`config.mk`:
```
export PLATFORM = sky130hd
export DESIGN_NAME = pe_drain_flat
export DESIGN_NICKNAME = d
export VERILOG_FILES = /design/src/rtl/pe_drain_if.sv /design/src/rtl/pe_drain.sv /design/src/flat_wrapper.sv
export SDC_FILE = /design/constraint.sdc
export NUM_CORES = 1
export LEC_CHECK = 0
export BUFFER_PORTS_ARGS = -buffer_cell sky130_fd_sc_hd__buf_2
export CORE_MARGIN = 4
export CORE_UTILIZATION = 50
export DETAILED_ROUTE_END_ITERATION = 7
export GPL_TIMING_DRIVEN = 0
export PLACE_DENSITY = 0.7
export SLEW_MARGIN = 20
export SYNTH_ARGS = -nofsm -noshare
export SYNTH_HDL_FRONTEND = slang
export SYNTH_SLANG_ARGS = --single-unit
```
`constraint.sdc`:
```
create_clock -name clk -period 8.8 [get_ports clk]
set_clock_uncertainty 0.2 [all_clocks]
set_input_delay 0.88 -clock clk [delete_from_list [all_inputs] [get_ports clk]]
set_output_delay 0.88 -clock clk [all_outputs]
set_load 0.05 [all_outputs]
```
`src/rtl/pe_drain_if.sv`:
```
// Row-drain bus: skewed column results in, realigned requantised rows out.
// Master drives results and ready; slave (pe_drain) returns rows and FIFO status.
interface pe_drain_if #(
    parameter int unsigned COLS   = 4,
    parameter int unsigned ACC_BW = 32,
    parameter int unsigned MUL_BW = 16,
    parameter int unsigned DEPTH  = 4
);
    localparam int unsigned LW = $clog2(DEPTH) + 1;

    logic                     in_valid_i;
    logic [COLS*ACC_BW-1:0]   o_i;
    logic                     out_valid_o;
    logic                     out_ready_i;
    logic [COLS*MUL_BW-1:0]   out_data_o;
    logic [LW-1:0]            level_o;
    logic                     ovf_o;

    modport master (
        output in_valid_i, o_i, out_ready_i,
        input  out_valid_o, out_data_o, level_o, ovf_o
    );

    modport slave (
        input  in_valid_i, o_i, out_ready_i,
        output out_valid_o, out_data_o, level_o, ovf_o
    );
endinterface

```
`src/rtl/pe_drain.sv`:
```
// Systolic array output drain: deskew columns, requantise with saturation, buffer rows in a FIFO.
// Optional PE_DRAIN_ROUND_EN: round half up before the requantising shift instead of truncating.
module pe_drain #(
    parameter int unsigned INT_BW = 5,
    parameter int unsigned FRA_BW = 10,
    parameter int unsigned MUL_BW = 16,
    parameter int unsigned ACC_BW = 32,
    parameter int unsigned COLS   = 4,
    parameter int unsigned DEPTH  = 4
) (
    input  logic         clk,
    input  logic         rst_n,
    input  logic         clr_i,
    pe_drain_if.slave    bus
);
    localparam int unsigned AW = $clog2(DEPTH);
    localparam int unsigned LW = AW + 1;
    localparam int unsigned SW = ACC_BW + 1;
    localparam int unsigned RW = COLS * MUL_BW;

    localparam logic signed [SW-1:0] Q_MAX = SW'((longint'(1) <<< (INT_BW + FRA_BW)) - longint'(1));
    localparam logic signed [SW-1:0] Q_MIN = SW'(-(longint'(1) <<< (INT_BW + FRA_BW)));
`ifdef PE_DRAIN_ROUND_EN
    localparam logic signed [SW-1:0] RND   = SW'(longint'(1) <<< (FRA_BW - 1));
`endif

    // Drop 2*FRA_BW-fraction value to FRA_BW fraction; guard bit keeps the rounding add from wrapping.
    function automatic logic [MUL_BW-1:0] requant(input logic [ACC_BW-1:0] v);
        logic signed [SW-1:0] wide;
        logic signed [SW-1:0] shf;
        wide = $signed({v[ACC_BW-1], v});
`ifdef PE_DRAIN_ROUND_EN
        wide = wide + RND;
`endif
        shf = wide >>> FRA_BW;
        if (shf > Q_MAX)
            requant = Q_MAX[MUL_BW-1:0];
        else if (shf < Q_MIN)
            requant = Q_MIN[MUL_BW-1:0];
        else
            requant = shf[MUL_BW-1:0];
    endfunction

    logic [ACC_BW-1:0] aligned [COLS];
    logic              aligned_v;

    // Column c is delayed COLS-1-c cycles so all columns of a row line up.
    for (genvar c = 0; c < COLS; c++) begin : g_col
        localparam int unsigned DLY = COLS - 1 - c;
        if (DLY == 0) begin : g_nodly
            assign aligned[c] = bus.o_i[c*ACC_BW +: ACC_BW];
        end else begin : g_dly
            logic [ACC_BW-1:0] pipe [DLY];
            always_ff @(posedge clk or negedge rst_n) begin
                if (!rst_n) begin
                    for (int i = 0; i < int'(DLY); i++) pipe[i] <= '0;
                end else begin
                    pipe[0] <= bus.o_i[c*ACC_BW +: ACC_BW];
                    for (int i = 1; i < int'(DLY); i++) pipe[i] <= pipe[i-1];
                end
            end
            assign aligned[c] = pipe[DLY-1];
        end
    end

    if (COLS == 1) begin : g_v_nodly
        assign aligned_v = bus.in_valid_i;
    end else begin : g_v_dly
        logic [COLS-2:0] vpipe;
        always_ff @(posedge clk or negedge rst_n) begin
            if (!rst_n)
                vpipe <= '0;
            else if (clr_i)
                vpipe <= '0;
            else
                vpipe <= (vpipe << 1) | (COLS-1)'(bus.in_valid_i);
        end
        assign aligned_v = vpipe[COLS-2];
    end

    logic [RW-1:0] quant_c;

    always_comb begin
        quant_c = '0;
        for (int c = 0; c < int'(COLS); c++)
            quant_c[c*MUL_BW +: MUL_BW] = requant(aligned[c]);
    end

    logic          sat_v;
    logic [RW-1:0] sat_row;

    // Saturation stage: only the valid bit is flushed by clr_i.
    always_ff @(posedge clk or negedge rst_n) begin
        if (!rst_n) begin
            sat_v   <= 1'b0;
            sat_row <= '0;
        end else begin
            sat_v   <= clr_i ? 1'b0 : aligned_v;
            sat_row <= quant_c;
        end
    end

    logic [RW-1:0] mem [DEPTH];
    logic [AW-1:0] wr_ptr;
    logic [AW-1:0] rd_ptr;
    logic [LW-1:0] level;
    logic          out_valid;
    logic          ovf;
    logic [RW-1:0] out_data;

    logic          pop_c;
    logic          full_c;
    logic          wr_en_c;
    logic          drop_c;
    logic [AW-1:0] rd_nxt_c;
    logic [LW-1:0] level_nxt_c;
    logic [RW-1:0] head_nxt_c;

    always_comb begin
        pop_c       = out_valid & bus.out_ready_i;
        full_c      = (level == LW'(DEPTH));
        wr_en_c     = sat_v & (~full_c | pop_c);
        drop_c      = sat_v & full_c & ~pop_c;
        rd_nxt_c    = rd_ptr + AW'(pop_c);
        level_nxt_c = level + LW'(wr_en_c) - LW'(pop_c);
        // Incoming row becomes the head when the FIFO would otherwise be empty.
        if (wr_en_c && (wr_ptr == rd_nxt_c))
            head_nxt_c = sat_row;
        else
            head_nxt_c = mem[rd_nxt_c];
    end

    always_ff @(posedge clk) begin
        if (wr_en_c && !clr_i)
            mem[wr_ptr] <= sat_row;
    end

    // FIFO control plus registered head word; clr_i overrides any push or pop.
    always_ff @(posedge clk or negedge rst_n) begin
        if (!rst_n) begin
            wr_ptr    <= '0;
            rd_ptr    <= '0;
            level     <= '0;
            out_valid <= 1'b0;
            ovf       <= 1'b0;
            out_data  <= '0;
        end else if (clr_i) begin
            wr_ptr    <= '0;
            rd_ptr    <= '0;
            level     <= '0;
            out_valid <= 1'b0;
            ovf       <= 1'b0;
        end else begin
            wr_ptr    <= wr_ptr + AW'(wr_en_c);
            rd_ptr    <= rd_nxt_c;
            level     <= level_nxt_c;
            out_valid <= (level_nxt_c != '0);
            if (level_nxt_c != '0)
                out_data <= head_nxt_c;
            if (drop_c)
                ovf <= 1'b1;
        end
    end

    assign bus.out_valid_o = out_valid;
    assign bus.out_data_o  = out_data;
    assign bus.level_o     = level;
    assign bus.ovf_o       = ovf;
endmodule
```
`src/flat_wrapper.sv`:
```
// flat-port wrapper written by rule: the top's interface ports become plain ports
module pe_drain_flat 
#(
    parameter int unsigned INT_BW = 5,
    parameter int unsigned FRA_BW = 10,
    parameter int unsigned MUL_BW = 16,
    parameter int unsigned ACC_BW = 32,
    parameter int unsigned COLS   = 4,
    parameter int unsigned DEPTH  = 4
)
  (clk, rst_n, clr_i, bus_in_valid_i, bus_o_i, bus_out_ready_i, bus_out_valid_o, bus_out_data_o, bus_level_o, bus_ovf_o);
  pe_drain_if #(.COLS(COLS), .ACC_BW(ACC_BW), .MUL_BW(MUL_BW), .DEPTH(DEPTH)) bus_i ();
  input  logic clk;
  input  logic rst_n;
  input  logic clr_i;
  input wire logic [$bits(bus_i.in_valid_i)-1:0] bus_in_valid_i;
  input wire logic [$bits(bus_i.o_i)-1:0] bus_o_i;
  input wire logic [$bits(bus_i.out_ready_i)-1:0] bus_out_ready_i;
  output wire logic [$bits(bus_i.out_valid_o)-1:0] bus_out_valid_o;
  output wire logic [$bits(bus_i.out_data_o)-1:0] bus_out_data_o;
  output wire logic [$bits(bus_i.level_o)-1:0] bus_level_o;
  output wire logic [$bits(bus_i.ovf_o)-1:0] bus_ovf_o;
  assign bus_i.in_valid_i = bus_in_valid_i;
  assign bus_i.o_i = bus_o_i;
  assign bus_i.out_ready_i = bus_out_ready_i;
  assign bus_out_valid_o = bus_i.out_valid_o;
  assign bus_out_data_o = bus_i.out_data_o;
  assign bus_level_o = bus_i.level_o;
  assign bus_ovf_o = bus_i.ovf_o;
  pe_drain #(.INT_BW(INT_BW), .FRA_BW(FRA_BW), .MUL_BW(MUL_BW), .ACC_BW(ACC_BW), .COLS(COLS), .DEPTH(DEPTH)) u_core (.clk(clk), .rst_n(rst_n), .clr_i(clr_i), .bus(bus_i));
endmodule
```
==> impl_metrics.ini, run 1 <==
[cts]
clockBufferDepth = 3
post-cts-setup-buffers = 0
cts_sinks = 529
clk_latency_ns = 0.60
hold_buffers = 0
cts.reportedPaths.clkPinSlew_ns = 0.06
cts_made_buffers = 52
post_cts_resized = 0
cts_tree = yes
cts_max_level = 2
cts-root-buf = clkbuf_16

[global_route]
overflow = 0
use_met3 = 0.0383
grt_pass1_wl_um = 58900
grt_use_total = 0.183
grt_max_degree = 100
grt_util_met1 = 0.245
busiest_layer = met2
gr-usage-met2 = 0.303
antenna_found_initial = 1
first_global_vias = 10569

[sta]
final.min_clock_period_ns = 3.26
setup_viol = 0
rsz0062_at_grt = false
setup_slack_ns = 5.54
post-route-period-util = 0.370
max_freq_ghz = 0.307
maxSlewHeadroom = 0.481
worst_pin_slew_ns = 0.774
finalMaxSlewViolations = 0
hold_violations = 0

[die]
die_w_um = 203
die_h_um = 203
core-area_mm2 = 0.0376
num_rows = 71
ios = 202
dieArea_mm2 = 0.0412
start_util = 0.505

[synth]
syn_nets = 1243
ys_types = 36
synth_area_mm2 = 0.0190
yosysTopAreaCell = edfxtp_1
ys_ff_latch = 529
synth_top_area_share = 0.405
netlist_top_cells_area = edfxtp_1, dfrtp_1, mux4_2, o31a_1, o21a_1
yosysWarnings = 0
synthCells = 1105
avgSynthCellArea_um2 = 17.2
ys_seq_area_frac = 0.765

[setup_path]
worstPathRequired_ns = 9.11
critPathKind = flop to flop
critical_path_arrival_ns = 3.57
critPathCaptureType = flop
critPathMaxFanout = 10
cp-start-kind = flop

[routing]
dr_total_vias = 10043
drtIter0Drc = 734
dr.pass1.iters = 5
wl_per_cell_um = 19.4
drc = 0
vias_per_cell = 5.27
totalWireLength_um = 37000
ant_nets = 0

[cells_and_area]
fin_nets = 1488
fin_area_mm2 = 0.0225
fin_util = 0.599
stdcell_count = 1906
fill_cells = 2804
syn_to_final_growth_pct = 18.6
drive_above_1_share = 0.271
layout_commonest_cell = dfrtp_1
final_cell_mix = dfrtp_1, edfxtp_1, buf_2, nor2_1, inv_1

[placed_design]
pre_cts_slack_ns = 4.96
hpwlAfterDp_um = 23800
gp_routability_congestion = 0.766
dp_cells = 1807
portBuffers = 161
placed_area_mm2 = 0.0208

[power]
pwr_density_cell_mw_per_mm2 = 310
ir_drop_uv = 174
p_leak_nw = 8.79

[run_status]
status = finished clean

[hold_path]
hold_path.class = primary input to async pin

[flow_run]
maxCapViolations = 0
report_power, final:
group          switching, W  internal, W
combinational       0.00120     0.000621
clock              0.000916      0.00130
sequential         0.000131      0.00282
worst max-delay path: stages, from the launching register on:
cell and delay, ns:
dfrtp_1 0.43, nor3b_1 0.38, a21oi_1 0.22, ha_1 0.23, inv_1 0.07, fa_1 0.17, xnor3_1 0.24, a31oi_2 0.27
buf_4 0.27, clkbuf_1 0.45, nor2_1 0.09, a21oi_1 0.15
flip-flops by register name, indices dropped and copies added (netlist names):
register,cells
u_core.aligned,44
u_core.wr_ptr,2
u_core.sat_v,1
u_core.sat_row,64
u_core.g_v_dly.vpipe,3
u_core.g_col.g_dly.pipe,88
u_core.bus.out_data_o,64
u_core.rd_ptr,2
u_core.bus.out_valid_o,1
u_core.bus.ovf_o,1
u_core.bus.level_o,3
u_core.mem,256
Yosys cell counts:
library cell and n:
a2111o_1 1, a21oi_1 65, a21oi_2 4, a31oi_1 1, a31oi_2 1, and4b_1 1
buf_2 27, buf_4 1, buf_6 4, buf_8 6, clkbuf_1 26, clkbuf_2 4
dfrtp_1 273, edfxtp_1 256, fa_1 1, ha_1 4, inv_1 70, mux4_1 10
mux4_2 54, nand2_1 5, nand2b_1 1, nand4_1 4, nor2_1 74, nor2b_1 6
nor3_1 1, nor3b_1 3, nor4_1 4, o21a_1 60, o21ai_0 50, o21ai_1 18
o31a_1 64, xnor2_1 2, xnor2_2 1, xnor3_1 1, xor2_1 1, xor2_4 1
layer usage:
| layer | vias up | share of wire |
|---|---|---|
| met4 | 0 | 0.029 |
| met2 | 325 | 0.49 |
| met1 | 5071 | 0.41 |
| li1 | 4581 | - |
| met3 | 66 | 0.070 |
| met5 | - | 0 |
cell families (layout without fill, tap and decap cells):
group           count (synthesis)  count (layout)  synth area share
mux                            64              64            0.0779
fa+ha+maj                       5               5           0.00369
flops                         529             529             0.765
simple gates                   99              99            0.0225
compound gates                264             264            0.0917
other cells                     0               1                 0
xor+xnor                        6               6           0.00488
buf+inv                       138             427            0.0347
per-stage QoR:
step | hold WS, ns | total power [W] | TNS [ns]
after floorplan | 0.131 | 0.00433 | 0
after global placement | 0.134 | 0.00480 | -376.67
after detailed placement | 0.135 | 0.00483 | 0
after CTS | 0.102 | 0.00707 | 0
after global routing | 0.135 | 0.00731 | 0
final | 0.0722 | 0.00699 | 0
layout make-up:
cell class | instances | area, um2 | share of cell area
well taps | 511 | 639 | 0.0284
plain buffers | 68 | 395 | 0.0176
multi-input cells | 438 | 3830 | 0.170
flip-flops and latches | 529 | 14500 | 0.645
clock buffers | 65 | 1390 | 0.0618
repair buffers | 191 | 1140 | 0.0505
inverters | 70 | 263 | 0.0117
diodes | 1 | 2.50 | 0.000111
clock inverters | 33 | 342 | 0.0152
worst paths after layout:
kind	start	endpoint	slack, ns	depth (start not counted)
hold reg to reg	u_core.g_col[1].g_dly.pipe[50]$_DFF_PN0_	u_core.aligned[82]$_DFF_PN0_	0.14	0
max in group asynchronous	rst_n	u_core.sat_row[13]$_DFF_PN0_	7.35	2
hold / removal	rst_n	u_core.g_col[2].g_dly.pipe[18]$_DFF_PN0_	0.07	1
setup / recovery	u_core.bus.level_o[1]$_DFF_PN0_	u_core.bus.out_data_o[38]$_DFFE_PN0P_	5.54	11
setup reg to reg	u_core.bus.level_o[1]$_DFF_PN0_	u_core.bus.out_data_o[38]$_DFFE_PN0P_	5.54	11
min in group clk	u_core.g_col[1].g_dly.pipe[50]$_DFF_PN0_	u_core.aligned[82]$_DFF_PN0_	0.14	0
No activity file was read; power rests on OpenSTA's default activity.
==> inputs of run 2 (changes only) <==
PLACE_DENSITY = 0.72   (was 0.7)
clock period = 2.9 ns   (was 8.8 ns; I/O delays follow)
==> run 2 against run 1 <==
Hold slack improved by 0.063 ns. Sequential power rose to 3.0 times the previous value. Non-clock buffer count is 93 higher. Worst setup slack got worse by 5.5 ns. Critical path depth increased by 1. Die area is the same. Register-to-register slack worse by 5.5 ns. Power rose to 3.1 times the previous value. Via count grew 5.3%. Global-route usage is 1.6 points higher. Combinational power rose to 3.5 times the previous value.
==> impl_metrics.ini, run 2 (same netlist as run 1, synthesis figures left out) <==
[run_status]
status = finished clean

[routing]
ant_nets = 0
dr_total_vias = 10571
wl_per_cell_um = 20.1
drtIter0Drc = 695
totalWireLength_um = 40200
dr.pass1.iters = 7
drc = 0
vias_per_cell = 5.29

[sta]
post-route-period-util = 0.979
worst_pin_slew_ns = 0.729
final.min_clock_period_ns = 2.84
finalMaxSlewViolations = 0
setup_viol = 0
hold_violations = 0
maxSlewHeadroom = 0.514
max_freq_ghz = 0.352
setup_slack_ns = 0.0603
rsz0062_at_grt = true

[setup_path]
worstPathRequired_ns = 3.16
cpLargestDelayFamily = compound AO/OA/AOI/OAI gates
reg2reg_slack_ns = 0.06
critical_path_arrival_ns = 3.10
critPathKind = flop to flop
r2r-start = u_core.bus.level_o[2]$_DFF_PN0_
cp_common_cell = buf_12
crit_slowest_cell = dfrtp_2
r2r-end = u_core.bus.out_data_o[32]$_DFFE_PN0P_
critPathCaptureType = flop
cp_cell_sequence = nor3b_4 > a21oi_4 > ha_4 > inv_2 > fa_2 > xnor3_2 > a31oi_4 > buf_6 > buf_12 > buf_12 > o31a_1 > a21oi_2
path_buf_inv = 4
cp-start-kind = flop
critPathMaxStageDelay_ns = 0.41
r2r_cells = 12
critPathMaxFanout = 5

[hold_path]
whs_path_depth = 2
whs_endpoint = u_core.g_col[2].g_dly.pipe[21]$_DFF_PN0_
hp-start = bus_o_i[85]
hold_path.class = primary input to flop

[flow_run]
maxCapViolations = 0

[cts]
cts_sinks = 529
cts_made_buffers = 52
clockBufferDepth = 3
cts.reportedPaths.clkPinSlew_ns = 0.06
cts-root-buf = clkbuf_16
cts_tree = yes
cts_max_level = 2
clk_latency_ns = 0.59

[global_route]
overflow = 0
grt_pass1_wl_um = 63700
antenna_found_initial = 0
grt_use_total = 0.199
grt_max_degree = 104
first_global_vias = 11336

[die]
die_w_um = 203
ios = 202
num_rows = 71
core-area_mm2 = 0.0376
start_util = 0.505
die_h_um = 203
dieArea_mm2 = 0.0412

[placed_design]
portBuffers = 161
pre_cts_slack_ns = -0.436
gp_routability_congestion = 0.745
placed_area_mm2 = 0.0208
hpwlAfterDp_um = 24400

[cells_and_area]
drive_above_1_share = 0.269
syn_to_final_growth_pct = 25.7
diodes = 0
regMostFlops = u_core.mem
largest_reg_flops = 256
register_area_mm2 = 0.0145
reg_top3 = u_core.mem (256), u_core.g_col.g_dly.pipe (88)
fill_cells = 2594
layout_commonest_cell = dfrtp_1
fin_area_mm2 = 0.0239
fin_nets = 1581
final_cell_mix = dfrtp_1, edfxtp_1, buf_2, dlygate4sd3_1, nor2_1
multi_input_area_mm2 = 0.00394

[power]
ir_drop_uv = 568
finalPower_w = 0.0220
pwr_density_cell_mw_per_mm2 = 920
p_leak_nw = 9.28
## run 2: cell types whose count changed in the layout (fill, tap and decap cells not counted), sizes merged
cell,before,now
buf,229,224
inv,73,72
bufinv,6,0
clkinv,22,8
dlygate4sd3,0,91
clkinvlp,2,0
diode,1,0
clkbuf,95,124
## run 2: metal layers
metal	GRT usage	vias to the layer above	wire length (um)
met5	0	-	0
met2	0.339	321	20300
met4	0.0744	0	1370
met3	0.0420	92	2590
met1	0.255	5402	16000
li1	-	4756	-
## run 2: stage by stage
stage | hold slack (ns) | utilization | TNS [ns] | instances
2_1_floorplan | -0.206 | - | -78.96 | 1105
3_3_place_gp | 0.134 | 0.545 | -1325.34 | 1777
3_5_place_dp | 0.135 | 0.554 | -18.64 | 1797
4_1_cts | 0.100 | 0.630 | 0 | 1990
5_1_grt | 0.119 | 0.635 | -0.0400 | 1997
6_report | 0.135 | 0.635 | 0 | 1997
## run 2: what timing repair did
action / CTS / global route
gates resized for setup: 41 / 23
gates cloned: 2 / 4
buffers inserted: 3 / 3
pin swaps: 2 / 5
endpoints found under the hold margin: 178 / 0
hold buffers: 91 / 0
endpoints found under the setup margin: 65 / 58
## run 2: how the worst max path moves through the flow
stage                     slack [ns]                                    end  cells past startpoint                             start
after floorplan                -0.46             u_core.mem[2][0]$_DFFE_PP_                      4   u_core.bus.level_o[2]$_DFF_PN0_
after global placement         -4.10        u_core.bus.level_o[2]$_DFF_PN0_                      1                             rst_n
after detailed placement       -0.44  u_core.bus.out_data_o[13]$_DFFE_PN0P_                     13  u_core.bus.out_valid_o$_DFF_PN0_
after CTS                       0.03  u_core.bus.out_data_o[55]$_DFFE_PN0P_                     14  u_core.bus.out_valid_o$_DFF_PN0_
after global routing           -0.02  u_core.bus.out_data_o[32]$_DFFE_PN0P_                     14  u_core.bus.out_valid_o$_DFF_PN0_
final                           0.06  u_core.bus.out_data_o[32]$_DFFE_PN0P_                     12   u_core.bus.level_o[2]$_DFF_PN0_
## run 2: worst register-to-register path, stage by stage, from the launching register on
cell and delay, ns:
dfrtp_2 0.41, nor3b_4 0.17, a21oi_4 0.21, ha_4 0.16, inv_2 0.03, fa_2 0.35, xnor3_2 0.27, a31oi_4 0.23
buf_6 0.18, buf_12 0.15, buf_12 0.13, o31a_1 0.17, a21oi_2 0.07
## run 2: layout make-up
| cell class | count | share of cell area |
|---|---|---|
| Tap cell | 511 | 0.0268 |
| Clock inverter | 10 | 0.00330 |
| Buffer | 68 | 0.0220 |
| Sequential cell | 529 | 0.609 |
| Multi-Input combinational cell | 438 | 0.165 |
| Inverter | 70 | 0.0111 |
| Timing Repair Buffer | 284 | 0.0949 |
| Clock buffer | 87 | 0.0682 |
## run 2: power breakdown
part / internal (W) / switching, W
registers: 0.00855 / 0.000414
logic: 0.00251 / 0.00392
clock network: 0.00383 / 0.00273
total: 0.0149 / 0.00706
==> inputs of run 3 (changes only) <==
ABC_AREA = 1   (was default)
SLEW_MARGIN = 40   (was 20)
==> run 3 against run 2 <==
Flip-flop and latch count stayed put. Sequential power is essentially flat. Cell count rose by 30%. Fmax fell by 1.3%. Worst setup slack worse by 0.038 ns. Synthesized cell count is 51% higher. Critical endpoint is now u_core.bus.out_data_o[35]$_DFFE_PN0P_. Critical path depth increased by 3. Sequential share of layout area is 1.6 points lower. Utilization grew 0.077 points. Clock power up 3.0%.
==> impl_metrics.ini, run 3 <==
[cts]
cts_sinks = 529
cts.reportedPaths.clkPinSlew_ns = 0.06
clockBufferDepth = 3
cts-root-buf = clkbuf_16
cts_tree = yes
cts_made_buffers = 51
clk_latency_ns = 0.57
cts_max_level = 2

[power]
swShare = 0.361
p_sw_w = 0.00838
clockPowerShare = 0.292
comb_power_share = 0.321
p_leak_nw = 10.5
ir_drop_uv = 809
internal_power_w = 0.0148
pwr_density_cell_mw_per_mm2 = 946
seqPwrFrac = 0.388

[routing]
vias_per_cell = 5.25
wl_per_cell_um = 18.3
ant_nets = 0
dr_total_vias = 13581
totalWireLength_um = 47300
dr.pass1.iters = 6
drc = 0
drtIter0Drc = 1388

[placed_design]
portBuffers = 161
pre_cts_slack_ns = -0.239
gp_routability_congestion = 0.792
hpwlAfterDp_um = 28800

[synth]
synth_flop_cell = dfrtp_1
avgSynthCellArea_um2 = 11.7
ys_seq_area_frac = 0.746
synth_top_area_share = 0.395
yosysTopAreaCell = edfxtp_1
netlist_top_cells_area = edfxtp_1, dfrtp_1, nor2_1, nand2_1, o21ai_0
async_flop_share = 0.516
yosysWarnings = 0
synth_area_mm2 = 0.0195
synth-edff-count = 256
yosys-top-cells-count = nor2_1, dfrtp_1, nand2_1, edfxtp_1, o21ai_0
ys_ff_latch = 529
ys_types = 27
syn_nets = 1807
yosysMostFrequentCell = nor2_1
synthCells = 1669

[setup_path]
crit_slowest_cell = fa_1
path_buf_inv = 7
critPathMaxStageDelay_ns = 0.44
cp-start-kind = flop
critical_path_arrival_ns = 3.12
cp_cell_sequence = nand2_4 > inv_4 > ha_4 > inv_2 > ha_4 > inv_2 > fa_1 > inv_1 > nor2_2 > a21oi_2 > bufinv_8 > buf_12 > clkbuf_16 > nand2_1 > nand2_1
worstPathRequired_ns = 3.14
cpLargestDelayFamily = adder cells
critPathMaxFanout = 6
critPathKind = flop to flop
critPathCaptureType = flop

[cells_and_area]
multi_input_area_mm2 = 0.00430
largest_reg_flops = 256
diodes = 0
drive_above_1_share = 0.189
syn_to_final_growth_pct = 25.9
layout_commonest_cell = nor2_1
reg_top3 = u_core.mem (256), u_core.g_col.g_dly.pipe (88)
regMostFlops = u_core.mem
fill_cells = 2898
final_cell_mix = nor2_1, dfrtp_1, nand2_1, edfxtp_1, buf_2
fin_util = 0.636
fin_nets = 2167
register_area_mm2 = 0.0145

[global_route]
busiest_layer = met2
grt_pass1_wl_um = 72900
grt_util_met1 = 0.293
grt_use_total = 0.221
grt_max_degree = 82
gr-usage-met2 = 0.376
antenna_found_initial = 0
first_global_vias = 13568
use_met3 = 0.0374
overflow = 0

[sta]
worst_pin_slew_ns = 0.611
max_freq_ghz = 0.348
tns_ns = 0
final.min_clock_period_ns = 2.88
post-route-period-util = 0.992
hold_violations = 0
rsz0062_at_grt = true
finalMaxSlewViolations = 0
setup_slack_ns = 0.0226
maxSlewHeadroom = 0.593
setup_viol = 0

[die]
die_w_um = 205
die_h_um = 205
core-area_mm2 = 0.0386
start_util = 0.505
num_rows = 72
dieArea_mm2 = 0.0422
ios = 202

[run_status]
status = finished clean

[hold_path]
hold_path.class = primary input to async pin

[flow_run]
maxCapViolations = 0
## run 3: changes by cell type in the layout (fill, tap and decap cells not counted), sizes merged, moves of 60 or more
cell,delta
mux4,-64
nand3,+133
nor2,+263
o21ai,+129
nand2,+260
o31a,-64
o21a,-60
a21oi,-66
## run 3: repair_timing
item	4_1_cts	5_1_grt
buffers inserted	10	5
setup endpoints to repair	98	77
endpoints found under the hold margin	358	0
gates resized for setup	27	35
gates cloned	0	3
hold buffers	96	0
pin swaps	6	7
## run 3: final timing paths
path	start	end	slack, ns	cells past startpoint
max reg2reg	u_core.bus.out_valid_o$_DFF_PN0_	u_core.bus.out_data_o[35]$_DFFE_PN0P_	0.02	15
min in group clk	u_core.g_col[1].g_dly.pipe[53]$_DFF_PN0_	u_core.aligned[85]$_DFF_PN0_	0.14	0
max in group asynchronous	rst_n	u_core.bus.level_o[1]$_DFF_PN0_	1.77	3
min	rst_n	u_core.g_col[2].g_dly.pipe[12]$_DFF_PN0_	0.02	2
min reg2reg	u_core.g_col[1].g_dly.pipe[53]$_DFF_PN0_	u_core.aligned[85]$_DFF_PN0_	0.14	0
max	u_core.bus.out_valid_o$_DFF_PN0_	u_core.bus.out_data_o[35]$_DFFE_PN0P_	0.02	15
## run 3: power by group through the flow
| stage | Clock (W) | Sequential (W) | Combinational (W) |
|---|---|---|---|
| after global placement | 0 | 0.00910 | 0.00654 |
| final | 0.00676 | 0.00900 | 0.00744 |
| after floorplan | 0 | 0.0107 | 0.00304 |
| after detailed placement | 0 | 0.00912 | 0.00671 |
| after global routing | 0.00719 | 0.00907 | 0.00804 |
| after CTS | 0.00685 | 0.00898 | 0.00713 |
## run 3: cell families after synthesis
logic type               after synthesis  share of synthesized area
AO/OA/AOI/OAI                        204                     0.0531
XOR/XNOR                               1                   0.000835
adder cells (fa/ha/maj)                5                    0.00360
buffers and inverters                181                     0.0414
flip-flops                           529                      0.746
AND/OR/NAND/NOR                      749                      0.156
## run 3: final cells by class
type | instances | share of cell area
inverter | 88 | 0.0142
multi-input combinational | 959 | 0.175
tap | 518 | 0.0264
sequential | 529 | 0.593
clock inverter | 27 | 0.0119
clock buffer | 67 | 0.0587
timing repair buffer | 308 | 0.0975
buffer | 92 | 0.0232
## run 3: layer usage
| layer | vias to the layer above | routed length [um] |
|---|---|---|
| li1 | 6249 | - |
| met1 | 6646 | 18600 |
| met2 | 564 | 23700 |
| met3 | 122 | 3500 |
| met4 | 0 | 1470 |
| met5 | - | 0 |
## run 3: through the flow
step	hold WS (ns)	power, W	instance area (um2)	instances
after floorplan	-0.206	0.0137	19500	1669
after global placement	0.133	0.0156	21000	2348
after detailed placement	0.0103	0.0158	21400	2381
after CTS	0.00233	0.0230	24300	2581
after global routing	0.0416	0.0243	24500	2588
final	0.0217	0.0232	24500	2588
